<file path="src/rtl/fetch_sequencer.sv">
// fetch_sequencer
//   Instruction-fetch control stage. Walks FETCH -> WAIT -> DECODE for every
//   instruction. It reads the synchronous program memory at the program
//   counter address and latches the word. It then resolves NOP, JMP and HLT
//   locally and hands every other opcode to the execute stage through the
//   instrValid / execDone handshake.
//
// Ports
//   clk, rst    clock, synchronous active-high reset
//   run         start request (sampled in IDLE and HALT only)
//   pcAdr       current program counter value
//   memData     program memory read data (valid in the cycle after memRe)
//   execDone    execute stage has finished the presented instruction
//   memAdr      program memory address (follows pcAdr)
//   memRe       program memory read strobe
//   rstPC       program counter reset strobe
//   cePC        program counter increment strobe
//   wrJumpAdr   program counter jump-load strobe
//   jumpAdr     jump target taken from the low bits of instr
//   instr       latched instruction word
//   instrValid  instr is presented to the execute stage
//   halted      sequencer is parked in HALT
module fetch_sequencer #(
    parameter int prog_mem_length = 8,
    parameter int instr_width     = 16
) (
    input  logic                       clk,
    input  logic                       rst,
    input  logic                       run,
    input  logic [prog_mem_length-1:0] pcAdr,
    input  logic [instr_width-1:0]     memData,
    input  logic                       execDone,
    output logic [prog_mem_length-1:0] memAdr,
    output logic                       memRe,
    output logic                       rstPC,
    output logic                       cePC,
    output logic                       wrJumpAdr,
    output logic [prog_mem_length-1:0] jumpAdr,
    output logic [instr_width-1:0]     instr,
    output logic                       instrValid,
    output logic                       halted
);

    typedef enum logic [2:0] {
        ST_IDLE,
        ST_FETCH,
        ST_WAIT,
        ST_DECODE,
        ST_EXEC,
        ST_HALT
    } state_t;

    localparam logic [3:0] OP_NOP = 4'h0;
    localparam logic [3:0] OP_JMP = 4'hE;
    localparam logic [3:0] OP_HLT = 4'hF;

    state_t     state;
    logic [3:0] opcode;

    assign opcode  = instr[instr_width-1 -: 4];
    assign memAdr  = pcAdr;
    assign jumpAdr = instr[prog_mem_length-1:0];

    always_ff @(posedge clk) begin
        if (rst) begin
            state <= ST_IDLE;
            instr <= '0;
        end else begin
            case (state)
                ST_IDLE:  if (run) state <= ST_FETCH;
                ST_FETCH: state <= ST_WAIT;
                ST_WAIT: begin
                    instr <= memData;
                    state <= ST_DECODE;
                end
                ST_DECODE: begin
                    case (opcode)
                        OP_NOP:  state <= ST_FETCH;
                        OP_JMP:  state <= ST_FETCH;
                        OP_HLT:  state <= ST_HALT;
                        default: state <= ST_EXEC;
                    endcase
                end
                ST_EXEC:  if (execDone) state <= ST_FETCH;
                ST_HALT:  if (!run) state <= ST_IDLE;
                default:  state <= ST_IDLE;
            endcase
        end
    end

    // Strobes are decoded from state rather than registered: cePC has to fire
    // in the same cycle as execDone, and the DECODE strobes depend on the
    // opcode that was latched one edge earlier.
    always_comb begin
        memRe      = 1'b0;
        rstPC      = 1'b0;
        cePC       = 1'b0;
        wrJumpAdr  = 1'b0;
        instrValid = 1'b0;
        halted     = 1'b0;
        case (state)
            ST_IDLE:  rstPC = 1'b1;
            ST_FETCH: memRe = 1'b1;
            ST_DECODE: begin
                cePC      = (opcode == OP_NOP);
                wrJumpAdr = (opcode == OP_JMP);
            end
            ST_EXEC: begin
                instrValid = 1'b1;
                cePC       = execDone;
            end
            ST_HALT:  halted = 1'b1;
            default: ;
        endcase
    end

endmodule

</file>
<file path="config.mk">
export PLATFORM = sky130hd
export DESIGN_NAME = fetch_sequencer
export DESIGN_NICKNAME = d
export VERILOG_FILES = /design/src/rtl/fetch_sequencer.sv
export SDC_FILE = /design/constraint.sdc
export NUM_CORES = 1
export LEC_CHECK = 0
export BUFFER_PORTS_ARGS = -buffer_cell sky130_fd_sc_hd__buf_2
export CAP_MARGIN = 10
export CORE_ASPECT_RATIO = 0.5
export CORE_UTILIZATION = 26
export DETAILED_ROUTE_END_ITERATION = 10
export PLACE_DENSITY = 0.57
export SLEW_MARGIN = 5
export SYNTH_ARGS = -nofsm -noshare
export SYNTH_HDL_FRONTEND = slang
export SYNTH_SLANG_ARGS = --single-unit
export TNS_END_PERCENT = 5
</file>
<file path="constraint.sdc">
create_clock -name clk -period 2 [get_ports clk]
set_clock_uncertainty 0.15 [all_clocks]
set_input_delay 0.2 -clock clk [delete_from_list [all_inputs] [get_ports clk]]
set_output_delay 0.2 -clock clk [all_outputs]
set_load 0.05 [all_outputs]
</file>
After elaboration in Yosys (flattened, before gate mapping):

Index checks and enable logic that the tools add are counted.

* output and inout port bits: 38
* memories kept: 0
* flip-flop bits (word level): 19
* word-level logic and storage cells: 27
* memory bits (writable): 0
* bits in read-only memories: 0
* latch bits: 0

* multipliers: 0
* shift operators: 0
* order comparisons: 0
* reduce and logical (&&, ||, !) cells: 4
* add/sub/neg operators: 0
* muxes and demuxes: 11
* divide/modulo/power cells: 0
* equality and inequality tests: 10
* bitwise gates (word level): 0

Operators with widths (count)
* $pmux 3 s6: 1
* $mux 3: 3
* $eq 4x4->1 const B: 2
* $eq 3x2->1 const B: 2
* $eq 3x3->1 const B: 2
* $ne 2x2->1 const B: 3
* $pmux 3 s2: 1
* $mux 1: 5
* $logic_not 4->1: 1
* $eq 3x1->1 const B: 1
* $logic_not 3->1: 1
* $reduce_and 3->1: 1
* $pmux 1 s2: 1
* $reduce_or 2->1: 1

Longest topological paths before layout:

Gate-level depths: netlist of run 1.

* depth after elaboration: 4
* depth in mapped cells: 5
* mapped depth without buffers: 3

Worst setup path after synthesis of run 1:

OpenSTA, ideal clock, no wires.

* path kind: register -> register
* start: register state[0]
* end: register state[2]
* setup time: 0.189 ns
* data arrival time: 1.805 ns
* period minus slack after synthesis: 2.144 ns
* slack: -0.144 ns
* cell stages (with the launch flop): 4
* path through: dfxtp_1 > buf_6 > nor3_1 > a221oi_1

* word-level cells in the longest chain between the ends: 3
* elaborated cells on any way between the ends: 11
* those cells by class: 8 x eq/ne; 1 x mux; 2 x reduce/logical

Ends and longest elaborated chain
* start: declaration: RTL line 57 `state_t state;`
* start signal: assignment: RTL line 66 `state <= ST_IDLE;`
* start signal: assignment: RTL line 70 `ST_IDLE: if (run) state <= ST_FETCH;`
* start signal: assignment: RTL line 71 `ST_FETCH: state <= ST_WAIT;`
* $eq 3x3->1 or $logic_not 3->1 (tied branches): RTL line 69 `case (state)`
* $ne 2x2->1 (no source line)
* $reduce_and 3->1 (no source line)

Several ways; a longest one is shown, not always the timed one.
A chain may end at the register's enable or synchronous reset.

Worst setup path after layout of run 1:

* start: register instr[15]
* end: output port cePC

* word-level cells in the longest chain between the ends: 2

Ends and longest elaborated chain
* start: declaration: RTL line 39 `output logic [instr_width-1:0] instr,`
* start signal: assignment: RTL line 73 `instr <= memData;`
* $logic_not 4->1: RTL line 105 `cePC = (opcode == OP_NOP);`
* $pmux 1 s2: RTL line 101 `case (state)`
* end: declaration: RTL line 36 `output logic cePC,`

Every way passes these cells.

==> results.md, run 1 <==
- DRC viols: 0
- Row count: 15
- Antenna cells: 0
- Seq cells post-synth: 19
- Antenna viol nets, final: 0
- Clk sinks: 19
- Core area: 0.00353 mm²
- GRT Total Usage: 10.2%
- Die height: 45.5 µm
- Fin cells: 201
- FF-to-FF path depth: 3
- CP Capture Type: primary output
- Drt total wl: 1.95 mm
- IO Pins: 66
- Hold Crit Class: primary input to flop
- Final setup viols: 0
- Unrepaired setup endpoints after global routing: false
- Critical path's largest stage delay: about 0.55 ns
- PD cells: between 900 and 1000 mW/mm²
- Fin crit share: 95.3%
- Hpwl dp: 1.43 mm
- PortBufs: about 50
- Yosys warnings: 0
- Worst path top cell family by delay: simple AND/OR/NAND/NOR gates
- Clk root buf: clkbuf_8
- Slowest CP cell: or4_4
- Bufs and invs on worst path: 1
- Worst EP required: between 1.5 and 2 ns
- DRT iter0 DRCs: 18
- Routability cong.: just over 0.7
- Worst R2R End: instr[14]$_SDFFE_PP0P_
- Min cycle time layout: 1.91 ns
- First-pass GRT wire length: around 3 mm
- Drt first pass iters: 4
- Worst-path clk slew: 0.07 ns
- Synthesized area: slightly below 0.001 mm²
- Layout area overhead: 19.8%
- Starting density of the core: 27.9%
- Fmax: 0.525 GHz
- Leakage Power: around 0.57 nW
- # H-tree levels: 1
- Vias after detailed routing: 830
- Vias in the first global route: 691
- Final nets: around 180
- Most common cell after layout, fill and taps aside: buf_2
- Max-slew violation count: 0
- Hold-critical path depth: 3
- Vias per Instance: 4.13
- Final hold vios: 0
- Die area: around 0.0041 mm²
- Worst slew margin: 63.9%
- Measured slew at the worst slew-check pin: 0.541 ns
- Crit Path Max Fanout: 5
- Synth cell types: 31
- # Max-Cap Violations: 0
- Wirelength per Cell: a little under 10 µm
- Setup TNS: 0 ns
- Crit path DAT: 1.56 ns
- Reg2reg start: state[2]$_SDFFE_PP0P_
- Layout cells sized above 1: 41.3%
- Total gr overflow: 0
- Dpl cells: approximately 200
- TritonCTS buffer count: 3
- Die W: between 80 and 90 µm
- CTS tree: built
- Setup Crit Path Kind: flop to primary output
- Total Power: 0.00109 W
- Outcome: completed
- HP Start: memData[4]
- Crit-path cells: or4_4 > nor2_2 > a21o_1 > clkbuf_4
- Startpoint types: flop
- Peak supply drop: 0.000299 V
- Worst R2R Setup Slack: 0.39 ns
- Post-cts hold buffer count: 0
- Syn Nets: 147
- Stages on worst setup path: 4
- Clk Latency, worst-skew pair: roughly 0.25 ns
- Hold EP: instr[4]$_SDFFE_PP0P_
- Most frequent cells in the layout: buf_2 (48), nand2_1 (32), dfxtp_1 (18)
- Syn_area_per_cell: between 8 and 9 µm²
- Largest net degree at the start of global routing: 20
- Mapped Cells: 119
- Clock buffer depth: 2
- Initial antenna violation count: 0
- Register area share after synthesis: 38.6%
==> cell families after synthesis <==
group / synth area share, %
buffers and inverters: 18.9
AOI/OAI and AO/OA: 12.8
muxes: 1.02
xor gates and xnor gates: 0.890
DFF: 38.6
and+or+nand+nor: 27.7
==> cells in the mapped netlist, drive strengths merged <==
master  count  area, µm²
a21o        1       7.51
buf        21        170
and2        3       18.8
nor3b       2       26.3
clkbuf      3       12.5
mux2i       1       10.0
xnor2       1       8.76
nand3b      2       27.5
or3b        1       8.76
nand4       1       6.26
a22oi       1       7.51
dfxtp      19        380
nand4b      1       8.76
and2b       1       7.51
o31a        1       8.76
and3b       1       10.0
o21ai       1       5.00
nor3        2       10.0
a21oi      17       88.8
nand2      32        120
inv         1       3.75
nor2        4       17.5
a221oi      1       8.76
or4         1       11.3
==> timing repair <==
| item | in CTS | in global routing |
|---|---|---|
| endpoints found under the setup margin | 0 | 1 |
| gates resized for setup | 0 | 2 |
| setup buffers | 0 | 0 |
==> power by group <==
part | total [W] | leakage, nW | switching [W] | internal (W)
Clock | 0.000263 | 0.0228 | 0.000122 | 0.000141
Sequential | 0.000448 | 0.155 | 0.0000353 | 0.000413
Combinational | 0.000378 | 0.388 | 0.000270 | 0.000108
Total | 0.00109 | 0.566 | 0.000427 | 0.000662
==> registers in the layout (all words and copies together), names as in the netlist <==
signal,flops
instr,16
state,3
==> how the worst max path moves through the flow <==
stage / slack, ns / startpoint / endpoint
floorplan: 0.02 / state[0]$_SDFFE_PP0P_ / memRe
global placement: 0.34 / state[0]$_SDFFE_PP0P_ / instr[14]$_SDFFE_PP0P_
detailed placement: 0.33 / instr[15]$_SDFFE_PP0P_ / cePC
CTS: 0.05 / instr[15]$_SDFFE_PP0P_ / cePC
global route: 0.03 / instr[15]$_SDFFE_PP0P_ / cePC
finish: 0.09 / instr[15]$_SDFFE_PP0P_ / cePC
==> routing by layer <==
metal  global-route usage [%]  wire length [µm]  vias to the layer above
met5                        0                 0                        -
li1                         -                 -                      437
met1                     13.1               962                      372
met2                     16.6               888                       15
met3                     3.26                68                        6
met4                     2.86                30                        0
==> tightest hold or removal path, delay by kind of cell <==
family                 cells  cell delay, ns
buffers and inverters      1            0.09
AND/OR/NAND/NOR            1            0.04
AO/OA/AOI/OAI              1            0.05
==> layout make-up <==
cell class | instances | area [µm²]
repair buffers | 51 | 263
well taps | 51 | 63.8
fillers | 411 | 2350
clock buffers | 4 | 45.0
flip-flops and latches | 19 | 382
multi-input cells | 75 | 423
inverters | 1 | 3.75
==> through the flow <==
| stage | area (µm²) | utilization, % | worst slack, ns | hold WS [ns] |
|---|---|---|---|---|
| 3_5_place_dp | 1130 | 32.1 | 0.329 | 0.250 |
| 3_3_place_gp | 1130 | 32.1 | 0.344 | 0.250 |
| 2_1_floorplan | 990 | - | 0.0186 | 0.186 |
| 6_report | 1180 | 33.4 | 0.0941 | 0.0293 |
| 5_1_grt | 1180 | 33.4 | 0.0283 | 0.0325 |
| 4_1_cts | 1180 | 33.3 | 0.0483 | 0.0224 |
Note: power is estimated with default switching activity, not from simulation.
==> run 2, diff against run 1 <==
PLACE_DENSITY = unset   (was 0.57)
PLACE_DENSITY_LB_ADDON = 0.15   (was unset)
==> run 2 against run 1 <==
  * Final cell count rose by 0.50%
  * Power rose by 0.20%
  * Utilization rose by 0.11 points
  * Sequential share of layout area fell by 0.21 points
  * Clock power barely moved
  * First-iteration DRC count fell by 56%
  * Hold slack got worse by 0.0024 ns
  * Clock-buffer cell count did not move
  * Die area did not move
  * Critical path type unchanged
  * Critical endpoint unchanged
  * Largest cell class unchanged
  * Highest routed layer unchanged
==> results.md, run 2 (synthesis results as in run 1) <==
- Drt first pass iters: 4 (unchanged)
- CTS resizes: 0 (unchanged)
- Max reg flops: 16 (unchanged)
- Worst EP required: 1.65 ns (about the same)
- Vias per Instance: 4.16 (+0.82%)
- Most frequent cells in the layout: buf_2 (49), nand2_1 (32), dfxtp_1 (19)
- Antenna cells: 0 (unchanged)
- Biggest regs: instr x16, state x3
- Die W: 89.0 µm (unchanged)
- GRT Total Usage: 10.5% (+0.37 points)
- Final hold vios: 0 (unchanged)
- TritonCTS buffer count: 3 (unchanged)
- Die height: 45.5 µm (unchanged)
- Post-CTS Setup Bufs: 0 (unchanged)
- Post-cts hold buffer count: 0 (unchanged)
- Vias in the first global route: 692 (+0.14%)
- Most flops, register: instr
- FILL cells: 412 (+0.24%)
- Drt total wl: 2.09 mm (+7.0%)
- PD cells: 922 mW/mm² (-0.11%)
- Total gr overflow: 0 (unchanged)
- Row count: 15 (unchanged)
- Worst setup margin: 0.0687 ns (-0.0254 ns)
- First-pass GRT wire length: 3.19 mm (+4.0%)
- Most common cell after layout, fill and taps aside: buf_2
- CTS tree: built
- Vias after detailed routing: 841 (+1.3%)
- Die area: 0.00405 mm² (unchanged)
- Setup TNS: 0 ns (unchanged)
- Pre-CTS setup slack: 0.321 ns (-0.00831 ns)
- Worst slew margin: 63.0% (-0.91 points)
- Crit path DAT: 1.58 ns (+0.02 ns)
- Routability cong.: 0.655 (-9.4%)
- Hold_ws: 0.0268 ns (-0.00242 ns)
- Min cycle time layout: 1.93 ns (+0.0254 ns)
- Max-slew violation count: 0 (unchanged)
- # Max-Cap Violations: 0 (unchanged)
- Antenna viol nets, final: 0 (unchanged)
- CP Capture Type: primary output
- IO Pins: 66 (unchanged)
- Hold Crit Class: primary input to flop
- Total Power: 0.00109 W (+0.20%)
- DRC viols: 0 (unchanged)
- Layout area overhead: 20.2%
- Layout cells sized above 1: 41.1% (-0.27 points)
- Largest net degree at the start of global routing: 20 (unchanged)
- Hpwl dp: 1.51 mm (+5.9%)
- Clk sinks: 19 (unchanged)
- Starting density of the core: 27.9% (unchanged)
- Fmax: 0.518 GHz (-1.3%)
- PortBufs: 49 (unchanged)
- Fin crit share: 96.6% (+1.3 points)
- Setup Crit Path Kind: flop to primary output
- Leakage Power: 0.572 nW (+1.0%)
- Unrepaired setup endpoints after global routing: false
- Outcome: completed
- Final setup viols: 0 (unchanged)
- Clk root buf: clkbuf_8
- Wirelength per Cell: 10.3 µm (+6.5%)
- Peak supply drop: 0.000221 V (-26%)
- Measured slew at the worst slew-check pin: 0.555 ns (+0.0137 ns)
- Crit Path Max Fanout: 5 (unchanged)
- Final nets: 180 (+0.56%)
- Startpoint types: flop
- Initial antenna violation count: 0 (unchanged)
- Clock buffer depth: 2 (unchanged)
- DRT iter0 DRCs: 8 (-10)
- Worst-path clk slew: 0.07 ns (about the same)
- Clk Latency, worst-skew pair: 0.25 ns (about the same)
- # H-tree levels: 1 (unchanged)
- Core area: 0.00353 mm² (unchanged)
## run 2: critical path, stage by stage, from the launching register on
cell,delay (ns)
dfxtp_1,0.34
or4_4,0.55
nor2_2,0.11
a21o_1,0.09
buf_2,0.25
## run 2: power breakdown
| group | total (W) | switching, W | internal [W] |
|---|---|---|---|
| sequential | 0.000445 | 0.0000330 | 0.000412 |
| clock | 0.000264 | 0.000123 | 0.000141 |
| combinational | 0.000382 | 0.000274 | 0.000108 |
## run 2: final timing paths
kind | startpoint | endpoint | slack (ns) | depth (start not counted)
worst min-delay path | memData[1] | instr[1]$_SDFFE_PP0P_ | 0.03 | 3
worst max register to register | state[0]$_SDFFE_PP0P_ | instr[14]$_SDFFE_PP0P_ | 0.33 | 3
worst min register to register | instr[11]$_SDFFE_PP0P_ | instr[11]$_SDFFE_PP0P_ | 0.31 | 2
worst max-delay path | instr[15]$_SDFFE_PP0P_ | cePC | 0.07 | 4
## run 2: per-layer routing
layer / track usage (%) / vias to the layer above / wire [µm]
met2: 16.0 / 20 / 942
li1: - / 439 / -
met3: 3.99 / 2 / 105
met1: 14.1 / 380 / 1030
met5: 0 / - / 0
met4: 2.86 / 0 / 4
## run 2: final cells by class
type | instances | area, µm² | area share (%)
Tap cell | 51 | 63.8 | 5.39
Sequential cell | 19 | 380 | 32.1
Timing Repair Buffer | 52 | 268 | 22.6
Inverter | 1 | 3.75 | 0.317
Clock buffer | 4 | 45.0 | 3.81
Multi-Input combinational cell | 75 | 423 | 35.7
## run 2: per-stage QoR
stage / utilization [%] / instance area (µm²) / instances
2_1_floorplan: - / 990 / 119
3_3_place_gp: 32.3 / 1140 / 198
3_5_place_dp: 32.3 / 1140 / 198
4_1_cts: 33.5 / 1180 / 202
5_1_grt: 33.5 / 1180 / 202
6_report: 33.5 / 1180 / 202
